==> src/rtl/rr_pkg.sv <==
// Shared types and defaults for the round-robin requester agent.
package rr_pkg;

    // Per-user ownership sequence seen from the requester side.
    typedef enum logic [1:0] {
        IDLE = 2'd0,
        REQ  = 2'd1,
        OWN  = 2'd2,
        REL  = 2'd3
    } user_state_e;

    localparam int NUM_USERS_DEF   = 3;
    localparam int CNT_W_DEF       = 4;
    localparam int HOLD_CYCLES_DEF = 2;

    // Width needed to hold values 0..HOLD_CYCLES in the tenure counter.
    function automatic int hold_cnt_w(input int hold_cycles);
        return $clog2(hold_cycles + 1);
    endfunction

endpackage

==> src/rtl/rr_user_agent.sv <==
// One requester lane: job queue counter, ownership FSM and tenure timer.
//
// state | meaning
// IDLE  | no request; waits for a queued job
// REQ   | request raised, waiting for this user's grant bit
// OWN   | granted; tenure timer counts down to zero
// REL   | request dropped for one cycle so the arbiter can rotate
module rr_user_agent
    import rr_pkg::*;
#(
    parameter int CNT_W       = CNT_W_DEF,
    parameter int HOLD_CYCLES = HOLD_CYCLES_DEF
) (
    input  logic             clock,
    input  logic             reset,
    input  logic             job_in,
    input  logic             granted,
    output logic             req,
    output logic             job_done,
    output logic [CNT_W-1:0] pending,
    output logic             overflow_evt,
    output logic             lost_grant_evt
);

    localparam int HW = hold_cnt_w(HOLD_CYCLES);
    localparam logic [HW-1:0]    HOLD_LOAD = HW'(HOLD_CYCLES - 1);
    localparam logic [CNT_W-1:0] CNT_MAX   = '1;

    user_state_e      state_q, state_d;
    logic [CNT_W-1:0] pend_q, pend_d;
    logic [HW-1:0]    hold_q, hold_d;
    logic             req_q, req_d;
    logic             done_q, done_d;
    logic             dec;

    // Next-state, counter and event computation for this lane.
    always_comb begin
        state_d        = state_q;
        pend_d         = pend_q;
        hold_d         = hold_q;
        done_d         = 1'b0;
        dec            = 1'b0;
        overflow_evt   = 1'b0;
        lost_grant_evt = 1'b0;

        case (state_q)
            IDLE: begin
                if (pend_q != '0) state_d = REQ;
            end
            REQ: begin
                if (granted) begin
                    state_d = OWN;
                    dec     = 1'b1;
                    hold_d  = HOLD_LOAD;
                end
            end
            OWN: begin
                if (!granted) begin
                    lost_grant_evt = 1'b1;
                    state_d        = REL;
                end else if (hold_q == '0) begin
                    state_d = REL;
                    done_d  = 1'b1;
                end else begin
                    hold_d = hold_q - HW'(1);
                end
            end
            REL: begin
                state_d = (pend_q != '0) ? REQ : IDLE;
            end
            default: state_d = IDLE;
        endcase

        // A simultaneous enqueue and dequeue cancel out and cannot overflow.
        if (job_in && !dec) begin
            if (pend_q == CNT_MAX) overflow_evt = 1'b1;
            else                   pend_d = pend_q + CNT_W'(1);
        end else if (dec && !job_in) begin
            pend_d = pend_q - CNT_W'(1);
        end

        req_d = (state_d == REQ) || (state_d == OWN);
    end

    // Lane state registers; request and done are registered from next state.
    always_ff @(posedge clock) begin
        if (reset) begin
            state_q <= IDLE;
            pend_q  <= '0;
            hold_q  <= '0;
            req_q   <= 1'b0;
            done_q  <= 1'b0;
        end else begin
            state_q <= state_d;
            pend_q  <= pend_d;
            hold_q  <= hold_d;
            req_q   <= req_d;
            done_q  <= done_d;
        end
    end

    assign req      = req_q;
    assign job_done = done_q;
    assign pending  = pend_q;

endmodule

==> src/rtl/rr_requester_agent.sv <==
// Requester-side companion to the round-robin arbiter: per-user lanes plus
// grant-protocol checking with sticky error reporting.
module rr_requester_agent
    import rr_pkg::*;
#(
    parameter int NUM_USERS   = NUM_USERS_DEF,
    parameter int CNT_W       = CNT_W_DEF,
    parameter int HOLD_CYCLES = HOLD_CYCLES_DEF
) (
    input  logic                       clock,
    input  logic                       reset,
    input  logic [NUM_USERS-1:0]       job_in,
    input  logic [NUM_USERS-1:0]       granted,
    output logic [NUM_USERS-1:0]       user_requests,
    output logic [NUM_USERS-1:0]       job_done,
    output logic [NUM_USERS*CNT_W-1:0] pending_cnt,
    input  logic                       err_clr,
    output logic                       err_multi_grant,
    output logic                       err_grant_no_req,
    output logic                       err_lost_grant,
    output logic [NUM_USERS-1:0]       err_overflow
);

    logic [NUM_USERS-1:0] ovf_evt;
    logic [NUM_USERS-1:0] lost_evt;
    logic                 multi_evt;
    logic                 no_req_evt;

    logic                 err_multi_q, err_multi_d;
    logic                 err_no_req_q, err_no_req_d;
    logic                 err_lost_q, err_lost_d;
    logic [NUM_USERS-1:0] err_ovf_q, err_ovf_d;

    for (genvar g = 0; g < NUM_USERS; g++) begin : g_user
        rr_user_agent #(
            .CNT_W       (CNT_W),
            .HOLD_CYCLES (HOLD_CYCLES)
        ) u_agent (
            .clock          (clock),
            .reset          (reset),
            .job_in         (job_in[g]),
            .granted        (granted[g]),
            .req            (user_requests[g]),
            .job_done       (job_done[g]),
            .pending        (pending_cnt[g*CNT_W +: CNT_W]),
            .overflow_evt   (ovf_evt[g]),
            .lost_grant_evt (lost_evt[g])
        );
    end

    // Protocol checks against the registered request vector; a new error
    // detected in the same cycle as a clear still sets its bit.
    always_comb begin
        multi_evt    = ($countones(granted) > 1);
        no_req_evt   = |(granted & ~user_requests);
        err_multi_d  = (err_clr ? 1'b0 : err_multi_q)  | multi_evt;
        err_no_req_d = (err_clr ? 1'b0 : err_no_req_q) | no_req_evt;
        err_lost_d   = (err_clr ? 1'b0 : err_lost_q)   | (|lost_evt);
        err_ovf_d    = (err_clr ? '0   : err_ovf_q)    | ovf_evt;
    end

    // Sticky error registers.
    always_ff @(posedge clock) begin
        if (reset) begin
            err_multi_q  <= 1'b0;
            err_no_req_q <= 1'b0;
            err_lost_q   <= 1'b0;
            err_ovf_q    <= '0;
        end else begin
            err_multi_q  <= err_multi_d;
            err_no_req_q <= err_no_req_d;
            err_lost_q   <= err_lost_d;
            err_ovf_q    <= err_ovf_d;
        end
    end

    assign err_multi_grant  = err_multi_q;
    assign err_grant_no_req = err_no_req_q;
    assign err_lost_grant   = err_lost_q;
    assign err_overflow     = err_ovf_q;

endmodule
==> config.mk <==
export PLATFORM = sky130hd
export DESIGN_NAME = rr_requester_agent
export DESIGN_NICKNAME = d
export VERILOG_FILES = /design/src/rtl/rr_pkg.sv /design/src/rtl/rr_user_agent.sv /design/src/rtl/rr_requester_agent.sv
export SDC_FILE = /design/constraint.sdc
export NUM_CORES = 1
export LEC_CHECK = 0
export CAP_MARGIN = 15
export CORE_MARGIN = 1.5
export CORE_UTILIZATION = 35
export CTS_BUF_LIST = sky130_fd_sc_hd__clkbuf_8
export CTS_CLUSTER_SIZE = 40
export DETAILED_ROUTE_END_ITERATION = 10
export PLACE_DENSITY = 0.61
export REMOVE_ABC_BUFFERS = 1
export SKIP_CTS_REPAIR_TIMING = 1
export SYNTH_ARGS = -nofsm -noshare
export SYNTH_HDL_FRONTEND = slang
export SYNTH_SLANG_ARGS = --single-unit
export TNS_END_PERCENT = 30
==> constraint.sdc <==
create_clock -name clock -period 2.3 [get_ports clock]
set_clock_uncertainty 0.05 [all_clocks]
set_input_delay 0.46 -clock clock [delete_from_list [all_inputs] [get_ports clock]]
set_output_delay 0.46 -clock clock [all_outputs]
set_load 0.1 [all_outputs]
==> impl_metrics.py <==
metrics = {
    "timing": {
        "final.min_clock_period_ns": 2.13,
        "maxClockFrequency_mhz": 470,
        "final_max_slew_viol_count": 0,
        "setup_violations": 0,
        "worst_slack_ns": 0.170,
        "finalCritPeriodShare_pct": 92.6,
        "report.final.hold_viol_count": 0,
        "grt_setup_unrepaired": "false",
        "timing_worst_slew_pin_value_ns": 0.385,
        "relSlewSlack_pct": 74.1,
    },
    "logic_synthesis": {
        "asyncSetResetFlopFracSynth_pct": 0,
        "synthesis.yosys.warnings": 0,
        "synth_seq_area_share_pct": 34.2,
        "synth_compound_gate_area_share_pct": 19.4,
        "yosys_register_bits": 36,
        "synthDistinctLibCells": 45,
        "synthXorXnorAreaFrac_pct": 1.25,
        "post_synthesis_instance_total": 245,
        "synth_ff_type": "dfxtp_1",
        "mux_share_of_post_synthesis_cell_area_pct": 8.62,
        "synthSimpleGateAreaFrac_pct": 21.2,
        "largest_family_of_logic_cells_by_synthesized_area": "simple AND/OR/NAND/NOR gates",
        "post_synth_fa_ha_maj_area_fraction_pct": 8.79,
        "synthesis.area_sq_um": 2110,
        "syn_area_per_cell_sq_um": 8.59,
        "synth-edff-count": 0,
    },
    "floorplan": {
        "placement_rows": 28,
        "floorplan.initialDensity_pct": 36.0,
        "dieArea_sq_um": 6490,
        "core_area_sq_um": 5850,
        "dieHeight_microns": 80.6,
        "io_pins": 33,
        "die_w_microns": 80.6,
    },
    "worst_setup_path": {
        "cp_cell_sequence": "clkdlybuf4s50_1, nand3b_1, nand2_1, ha_1, a21oi_1, a21boi_0, mux2i_1, o311ai_0",
        "worst-endpoint-required_ns": 2.40,
        "timing.setup.critical_path_class": "input port to register",
        "cp.buffers_inverters": 1,
        "arrival_ns": 2.23,
        "critical_path_endpoint_category": "register",
        "timing.critical_path.from_type": "input port",
        "cp_top_family": "compound AO/OA/AOI/OAI gates",
        "slowest_stage_cell_cp": "clkdlybuf4s50_1",
        "crit_path_max_incr_delay_ns": 0.48,
        "timing.critical_path.fanout_max": 4,
    },
    "global_route": {
        "grt_start_max_net_pins": 36,
        "global_route.overflow_total": 0,
        "grt_pass1_vias": 1654,
        "antenna_found_initial": 0,
        "track_usage_pct": 15.7,
        "grt_first_pass_wirelength_mm": 7.84,
    },
    "detailed_routing": {
        "dr.pass1.iters": 4,
        "detail_route.iter0.violations": 101,
        "detail-route-antenna-nets": 0,
        "drt_drc_violations_left": 0,
        "total_routed_wirelength_mm": 4.74,
        "post_drt_via_cell_ratio": 5.23,
        "wire_per_inst_microns": 13.2,
        "route.vias.total": 1872,
    },
    "power_and_ir_drop": {
        "p_leak_nw": 1.12,
        "ir_drop_mv": 0.527,
        "power.share.combinational_pct": 52.3,
        "p_sw_w": 0.00145,
        "p_int_w": 0.00147,
        "clock_power_share_pct": 16.1,
        "power.share.sequential_pct": 31.6,
        "power.switching_fraction_pct": 49.8,
        "pwr_density_cell_nw_per_um2": 1130,
    },
    "clock_network": {
        "number_of_sinks_on_the_clock_net": 36,
        "clock_tree.buffer_depth": 2,
        "clk-insertion-delay-late_ns": 0.29,
        "path_clk_slew_ns": 0.07,
        "ctsRootBufferMaster": "clkbuf_8",
        "numCtsBuffers": 5,
        "tritoncts": "done",
        "cts_max_level": 2,
    },
    "finish": {
        "sequential_cell_area_sq_um": 721,
        "fillerInstances": 585,
        "synthToLayoutAreaGrowth_pct": 22.4,
        "final_net_count": 304,
        "layout_cells_sized_above_1_pct": 19.4,
        "area_of_combinational_cells_with_multiple_inputs_sq_um": 1250,
        "antennaDiodeCount": 0,
        "finalInstanceArea_sq_um": 2580,
    },
    "place": {
        "place_congestion": 0.784,
        "port_buf_inserts": 32,
        "hpwlAfterDp_mm": 3.43,
        "place_worst_setup_slack_ns": -0.0868,
        "dpl-instance-area_sq_um": 2480,
    },
    "hold_path": {
        "timing.hold.worst.class": "register to register",
    },
    "status": {
        "outcome": "finished, final reports clean",
    },
    "flow_run": {
        "timing.max_cap.violations": 0,
    },
}
==> cell type report <==
type / instances / share of cell area, %
inverter: 14 / 2.04
multi-input combinational: 180 / 48.4
timing repair buffer: 45 / 14.4
sequential: 36 / 28.0
clock inverter: 2 / 0.388
clock buffer: 6 / 3.20
tap: 75 / 3.64
==> power by group through the flow <==
stage	registers [W]	logic [W]	clock network (W)
floorplan	0.00153	0.000569	0
global placement	0.000938	0.00151	0
detailed placement	0.000935	0.00153	0
CTS	0.000923	0.00153	0.000486
global route	0.000955	0.00165	0.000507
finish	0.000923	0.00153	0.000470
==> cells in the mapped netlist (5+ instances only) <==
master     n  share of area, %
buf_4      6               2.1
nor2_1    21               3.7
dfxtp_1   36                34
nor2b_1    6               1.8
nand2_1   23               4.1
mux2i_1   11               5.2
nand2b_1   6               1.8
nand3b_1   8               2.9
buf_2      5               1.2
inv_1     14               2.5
ha_1      10               5.9
a21oi_1   18               4.3
o21ai_0   10               2.4
==> placed cells by master (no fill, tap or decap), drive strengths merged, types with 2 or more instances in the layout <==
cell type	netlist	final
a211oi	2	2
a21boi	3	3
a21oi	21	21
a221oi	4	4
a22oi	2	2
a2bb2oi	2	2
a32oi	3	3
and3b	3	3
and4	3	3
buf	13	37
clkbuf	2	6
clkdlybuf4s50	0	8
clkinv	0	2
dfxtp	36	36
fa	3	3
ha	10	10
inv	14	14
mux2	6	6
mux2i	11	11
nand2	23	23
nand2b	6	6
nand3	4	4
nand3b	8	8
nand4	3	3
nor2	23	23
nor2b	6	6
nor3	3	3
nor4	2	2
o21ai	11	11
o22ai	3	3
o311ai	4	4
xor2	3	3
==> metal layers <==
metal,share of wire [%],GRT usage (%),vias up
met3,4.2,3.86,2
met1,49,21.1,873
met2,46,24.6,40
li1,-,-,957
met5,0,0,-
met4,0.32,4.66,0
==> flip-flops by register name, summed over array words and instances, names as in the netlist <==
name,flops
err_grant_no_req,1
err_lost_grant,1
err_multi_grant,1
err_overflow,3
g_user.u_agent.hold_q,6
g_user.u_agent.job_done,3
g_user.u_agent.pending,12
g_user.u_agent.req,3
g_user.u_agent.state_q,6
==> tightest hold or removal path, cell delays in order, from the launching register on <==
cell	delay [ns]
dfxtp_1	0.33
a32oi_1	0.05
nor2_1	0.07
==> worst paths after layout <==
kind / startpoint / to / slack (ns) / depth (start not counted)
setup / recovery: granted[1] / g_user[1].u_agent.pending[3]$_SDFFE_PP0P_ / 0.17 / 8
hold / removal: err_overflow[0]$_SDFF_PP0_ / err_overflow[0]$_SDFF_PP0_ / 0.44 / 2
setup reg to reg: g_user[1].u_agent.state_q[1]$_SDFF_PP0_ / g_user[1].u_agent.pending[3]$_SDFFE_PP0P_ / 0.28 / 7
hold reg to reg: err_overflow[0]$_SDFF_PP0_ / err_overflow[0]$_SDFF_PP0_ / 0.44 / 2
==> per-stage QoR <==
| stage | hold WS [ns] | util, % | setup TNS (ns) | instances | total power [W] |
|---|---|---|---|---|---|
| after floorplan | 0.406 | - | 0 | 230 | 0.00210 |
| after global placement | 0.421 | 42.5 | -0.0280 | 350 | 0.00245 |
| after detailed placement | 0.426 | 42.5 | -0.250 | 350 | 0.00246 |
| after CTS | 0.445 | 44.1 | 0 | 358 | 0.00294 |
| after global routing | 0.461 | 44.1 | 0 | 358 | 0.00311 |
| final | 0.439 | 44.1 | 0 | 358 | 0.00292 |
==> cell families after synthesis <==
kind of cell,count (synthesis)
AOI/OAI and AO/OA,61
xor gates and xnor gates,3
adders and majority gates,13
buffers and inverters,29
DFF,36
muxes,17
and+or+nand+nor,86
(Power assumes the default switching activity.)
